[src/rtl/mioc_reset_seq.sv]
// MIOC reset sequencer.
// Synchronizes and debounces the ADAM reset switch and the game reset, then
// sequences the system, computer-mode and AdamNET resets out of a four-state
// FSM. RST_N is released a fixed stretch after the inputs go quiet, and
// NETRST_N follows a further fixed lag. POR_N overrides everything at once.
module mioc_reset_seq #(
    parameter int DEBOUNCE_CYC = 4,
    parameter int STRETCH_CYC  = 16,
    parameter int NET_LAG      = 8
) (
    input  logic       B_PHI,
    input  logic       POR_N,
    input  logic       PBRST_N,
    input  logic       N_CVRST,
    output logic       RST_N,
    output logic       CPRST_N,
    output logic       NETRST_N,
    output logic [1:0] RST_CAUSE
);

    typedef enum logic [1:0] {
        ST_ASSERT  = 2'b00,
        ST_HOLD    = 2'b01,
        ST_NETWAIT = 2'b10,
        ST_RUN     = 2'b11
    } state_t;

    localparam logic [3:0] DEB_LAST     = 4'(DEBOUNCE_CYC - 1);
    localparam logic [7:0] STRETCH_LAST = 8'(STRETCH_CYC - 1);
    localparam logic [7:0] NET_LAST     = 8'(NET_LAG - 1);

    // One debouncer step: returns {next debounced state, next count}.
    // The count saturates at its flip point, so it can never wrap.
    function automatic logic [4:0] debounce_step(input logic       sync,
                                                 input logic       deb,
                                                 input logic [3:0] cnt);
        logic [4:0] res;
        if (sync == deb) begin
            res = {deb, 4'd0};
        end else if (cnt >= DEB_LAST) begin
            res = {~deb, 4'd0};
        end else begin
            res = {deb, cnt + 4'd1};
        end
        return res;
    endfunction

    logic       pb_meta_r, pb_sync_r, cv_meta_r, cv_sync_r;
    logic       pb_deb_r, cv_deb_r;
    logic [3:0] pb_cnt_r, cv_cnt_r;
    logic       pb_deb_nxt_s, cv_deb_nxt_s;
    logic [3:0] pb_cnt_nxt_s, cv_cnt_nxt_s;
    logic       pb_press_s, cv_press_s, release_s;

    state_t     state_r, state_nxt_s;
    logic [7:0] cnt_r, cnt_nxt_s;
    logic [1:0] cause_r, cause_nxt_s;
    logic       rst_n_r, cprst_n_r, netrst_n_r;
    logic       rst_n_nxt_s, cprst_n_nxt_s, netrst_n_nxt_s;

    // Two-flop synchronizers for the asynchronous button inputs (idle high)
    always_ff @(posedge B_PHI or negedge POR_N) begin
        if (!POR_N) begin
            pb_meta_r <= 1'b1;
            pb_sync_r <= 1'b1;
            cv_meta_r <= 1'b1;
            cv_sync_r <= 1'b1;
        end else begin
            pb_meta_r <= PBRST_N;
            pb_sync_r <= pb_meta_r;
            cv_meta_r <= N_CVRST;
            cv_sync_r <= cv_meta_r;
        end
    end

    // Debouncer next-state and press/release detection
    always_comb begin
        {pb_deb_nxt_s, pb_cnt_nxt_s} = debounce_step(pb_sync_r, pb_deb_r, pb_cnt_r);
        {cv_deb_nxt_s, cv_cnt_nxt_s} = debounce_step(cv_sync_r, cv_deb_r, cv_cnt_r);
        // A press is the debounced level falling on this edge; release looks at
        // the post-edge levels so the FSM can leave ASSERT on the same edge.
        pb_press_s = pb_deb_r & ~pb_deb_nxt_s;
        cv_press_s = cv_deb_r & ~cv_deb_nxt_s;
        release_s  = pb_deb_nxt_s & cv_deb_nxt_s;
    end

    // Debouncer state and counters
    always_ff @(posedge B_PHI or negedge POR_N) begin
        if (!POR_N) begin
            pb_deb_r <= 1'b1;
            cv_deb_r <= 1'b1;
            pb_cnt_r <= 4'd0;
            cv_cnt_r <= 4'd0;
        end else begin
            pb_deb_r <= pb_deb_nxt_s;
            cv_deb_r <= cv_deb_nxt_s;
            pb_cnt_r <= pb_cnt_nxt_s;
            cv_cnt_r <= cv_cnt_nxt_s;
        end
    end

    // Sequencer next state, cycle count, cause and output levels
    always_comb begin
        state_nxt_s = state_r;
        cnt_nxt_s   = cnt_r;
        cause_nxt_s = cause_r;
        case (state_r)
            ST_ASSERT: begin
                if (pb_press_s | cv_press_s) begin
                    cause_nxt_s = cause_r | {pb_press_s, cv_press_s};
                    cnt_nxt_s   = 8'd0;
                end else if (release_s) begin
                    state_nxt_s = ST_HOLD;
                    cnt_nxt_s   = 8'd0;
                end else begin
                    cnt_nxt_s   = 8'd0;
                end
            end
            ST_HOLD: begin
                if (pb_press_s | cv_press_s) begin
                    state_nxt_s = ST_ASSERT;
                    cause_nxt_s = cause_r | {pb_press_s, cv_press_s};
                    cnt_nxt_s   = 8'd0;
                end else if (cnt_r >= STRETCH_LAST) begin
                    state_nxt_s = ST_NETWAIT;
                    cnt_nxt_s   = 8'd0;
                end else begin
                    cnt_nxt_s   = cnt_r + 8'd1;
                end
            end
            ST_NETWAIT: begin
                if (pb_press_s | cv_press_s) begin
                    state_nxt_s = ST_ASSERT;
                    cause_nxt_s = cause_r | {pb_press_s, cv_press_s};
                    cnt_nxt_s   = 8'd0;
                end else if (cnt_r >= NET_LAST) begin
                    state_nxt_s = ST_RUN;
                    cnt_nxt_s   = 8'd0;
                end else begin
                    cnt_nxt_s   = cnt_r + 8'd1;
                end
            end
            ST_RUN: begin
                if (pb_press_s | cv_press_s) begin
                    state_nxt_s = ST_ASSERT;
                    cause_nxt_s = {pb_press_s, cv_press_s};
                    cnt_nxt_s   = 8'd0;
                end else begin
                    cnt_nxt_s   = 8'd0;
                end
            end
            default: begin
                state_nxt_s = ST_ASSERT;
                cnt_nxt_s   = 8'd0;
            end
        endcase
        // Outputs follow the state being entered so they change on the same edge.
        rst_n_nxt_s    = (state_nxt_s == ST_NETWAIT) || (state_nxt_s == ST_RUN);
        netrst_n_nxt_s = (state_nxt_s == ST_RUN);
        // A game-only reset leaves the computer-mode side running.
        cprst_n_nxt_s  = rst_n_nxt_s || (cause_nxt_s == 2'b01);
    end

    // Sequencer state and registered outputs
    always_ff @(posedge B_PHI or negedge POR_N) begin
        if (!POR_N) begin
            state_r    <= ST_ASSERT;
            cnt_r      <= 8'd0;
            cause_r    <= 2'b00;
            rst_n_r    <= 1'b0;
            cprst_n_r  <= 1'b0;
            netrst_n_r <= 1'b0;
        end else begin
            state_r    <= state_nxt_s;
            cnt_r      <= cnt_nxt_s;
            cause_r    <= cause_nxt_s;
            rst_n_r    <= rst_n_nxt_s;
            cprst_n_r  <= cprst_n_nxt_s;
            netrst_n_r <= netrst_n_nxt_s;
        end
    end

    assign RST_N     = rst_n_r;
    assign CPRST_N   = cprst_n_r;
    assign NETRST_N  = netrst_n_r;
    assign RST_CAUSE = cause_r;

endmodule
[config.mk]
export PLATFORM = sky130hd
export DESIGN_NAME = mioc_reset_seq
export DESIGN_NICKNAME = d
export VERILOG_FILES = /design/src/rtl/mioc_reset_seq.sv
export SDC_FILE = /design/constraint.sdc
export NUM_CORES = 1
export LEC_CHECK = 0
export BUFFER_PORTS_ARGS = -buffer_cell sky130_fd_sc_hd__buf_2
export CORE_UTILIZATION = 60
export DETAILED_ROUTE_END_ITERATION = 16
export PLACE_DENSITY = 0.92
export RECOVER_POWER = 100
export SYNTH_ARGS = -nofsm -noshare
export SYNTH_HDL_FRONTEND = slang
export SYNTH_SLANG_ARGS = --single-unit
[constraint.sdc]
create_clock -name B_PHI -period 5.4 [get_ports B_PHI]
set_clock_uncertainty 0.2 [all_clocks]
set_input_delay 0.81 -clock B_PHI [delete_from_list [all_inputs] [get_ports B_PHI]]
set_output_delay 0.81 -clock B_PHI [all_outputs]
set_load 0.03 [all_outputs]
==> impl_metrics.tcl <==
set metrics [dict create \
    p_per_area_mw_per_mm2 377 \
    grt_pass1_vias 625 \
    crit_start "cv_cnt_r[0]" \
    critical_path_required_ns 5.46 \
    layout-drive-gt1-share 0.130 \
    fin_crit_sh 0.441 \
    ioPinCount 9 \
    antennaDiodeCount 0 \
    rsz0062_at_grt "false" \
    cp_max_fo 7 \
    hold_viol 0 \
    mostFrequentLayoutCell "dfrtp_1" \
    clk_pin_slew_worst_paths_ns 0.13 \
    clk_latency_ns 0.32 \
    hp-class "flip-flop to flip-flop" \
    ys_types 28 \
    via_count 637 \
    synth_warnings 0 \
    critPathKind "flip-flop to flip-flop" \
    worst_pin_slew_ns 1.40 \
    grtUsageTotal 0.185 \
    gp_congestion 0.745 \
    num-fill-cells 109 \
    grt_pass1_wl_um 2480 \
    cts.sinks 28 \
    finalSetupViolCount 0 \
    slew_headroom 0.0650 \
    remaining_drc_errors 0 \
    row_count 14 \
    postSynthAreaPerCell_um2 13.1 \
    hold_start "pb_meta_r" \
    worstReg2RegStart "cv_cnt_r[0]" \
    postCtsHoldBufs 0 \
    via_per_inst 5.49 \
    ant_nets 0 \
    maxCapViolations 0 \
    post-cts-setup-buffers 0 \
    layout_common_cells "dfrtp_1, nor2_1, conb_1" \
    grt_max_degree 29 \
    tns_ns 0 \
    worst_slack_ns 3.02 \
    syn_area_mm2 0.00106 \
    antenna_found_initial 0 \
    place_ws_ns 3.52 \
    die_height_um 44.1 \
    p_leak_nw 0.537 \
    drv_slew 0 \
    fin_nets 108 \
    ys_seq_area_frac 0.666 \
    fp.coreArea_mm2 0.00158 \
    cp.arrival_ns 2.44 \
    post_drt_wl_per_cell_um 12.5 \
    cts_tree "done" \
    die_w_um 44.1 \
    drtIter0Drc 15 \
    cts_buffers 3 \
    cts_resized 0 \
    vdd_drop_max_v 0.000207 \
    dp_cells 112 \
    layout.cells.non_filler 116 \
    grt_overflow_total 0 \
    fin_crit_ns 2.38 \
    critPathLaunchType "flip-flop" \
    dp_hpwl_um 1050 \
    cts_buffer_depth 2 \
    p_total_w 0.000433 \
    clockRootBuffer "clkbuf_4" \
    status "finished clean" \
    cts_max_level 1 \
    totalWireLength_um 1450 \
    syn2layout_area_growth_pct 8.12 \
    start_util 0.675 \
    max_freq_ghz 0.420 \
    cp-end-kind "flip-flop" \
    dr.pass1.iters 6 \
    fp.dieArea_mm2 0.00194 \
    port_buffers 8 \
    ys_ff_latch 28 \
    postSynthCellCount 81 \
]
-- sequential cells by signal (all words and copies together) (netlist names), 2 cells and up --
register,count
RST_CAUSE,2
cnt_r,8
cv_cnt_r,4
pb_cnt_r,4
-- Yosys cell counts --
cell | count | area share
dfrtp_1 | 22 | 0.52
nor2_1 | 10 | 0.035
dfstp_2 | 6 | 0.15
nand2_1 | 5 | 0.018
o21ai_0 | 4 | 0.019
ha_1 | 3 | 0.035
inv_1 | 3 | 0.011
nand3_1 | 3 | 0.014
xor2_1 | 3 | 0.025
a21oi_1 | 2 | 0.0094
and3_1 | 2 | 0.012
mux2_2 | 2 | 0.021
a211o_1 | 1 | 0.0082
a2bb2oi_1 | 1 | 0.0082
a31o_1 | 1 | 0.0082
conb_1 | 1 | 0.0035
nand2b_1 | 1 | 0.0059
nor2b_1 | 1 | 0.0059
nor3_2 | 1 | 0.0094
nor3_4 | 1 | 0.015
nor4_1 | 1 | 0.0059
o211ai_1 | 1 | 0.0071
o31ai_1 | 1 | 0.0071
o32ai_2 | 1 | 0.015
or3_1 | 1 | 0.0059
or3_4 | 1 | 0.011
or4_4 | 1 | 0.011
xnor2_1 | 1 | 0.0082
-- report_power, final --
part | leakage (nW) | total (W) | switching [W] | internal (W)
Combinational | 0.180 | 0.0000849 | 0.0000582 | 0.0000267
Sequential | 0.336 | 0.000251 | 0.0000170 | 0.000234
Clock | 0.0210 | 0.0000971 | 0.0000558 | 0.0000413
-- path summary, 6_finish.rpt --
kind	endpoint	slack, ns	depth (start not counted)
max	cnt_r[3]	3.02	5
min	pb_sync_r	0.17	0
max reg2reg	cnt_r[3]	3.02	5
min reg2reg	pb_sync_r	0.17	0
max in group asynchronous	pb_cnt_r[1]	3.61	1
min in group asynchronous	cnt_r[0]	0.58	1
-- metal layers --
| metal | vias up | GRT usage | share of wire |
|---|---|---|---|
| met5 | - | 0 | 0 |
| met2 | 16 | 0.291 | 0.47 |
| li1 | 309 | - | - |
| met3 | 5 | 0.0490 | 0.037 |
| met1 | 307 | 0.216 | 0.47 |
| met4 | 0 | 0.139 | 0.030 |
-- kinds of logic (layout without fill, tap and decap cells) --
logic type | Yosys count | count (layout) | share of synthesized area
AOI/OAI and AO/OA | 12 | 12 | 0.0824
xor gates and xnor gates | 4 | 4 | 0.0329
adders and majority gates | 3 | 3 | 0.0353
buffers and inverters | 3 | 15 | 0.0106
DFF | 28 | 28 | 0.666
muxes | 2 | 2 | 0.0212
other | 1 | 8 | 0.00353
and+or+nand+nor | 28 | 28 | 0.148
-- worst max-delay path: stages, from the launching register on --
cell	delay [ns]
dfrtp_1	0.40
ha_1	0.20
nor3_1	0.57
o32ai_1	0.32
or3_1	0.49
nor2_1	0.14
-- area by class of cell --
class                      count  area, um^2  share of cell area
clock buffer                   4        36.3              0.0316
inverter                       3        11.3             0.00979
multi-input combinational     57         342               0.297
sequential                    28         708               0.616
tap                           16        20.0              0.0174
timing repair buffer           8        32.5              0.0283
-- through the flow --
step | hold WS (ns) | instance area (um^2) | util
after floorplan | 0.145 | 1090 | -
after global placement | 0.146 | 1150 | 0.729
after detailed placement | 0.147 | 1150 | 0.729
after CTS | 0.166 | 1190 | 0.752
after global routing | 0.168 | 1150 | 0.729
final | 0.165 | 1150 | 0.729
Note: power is estimated with default switching activity, not from simulation.
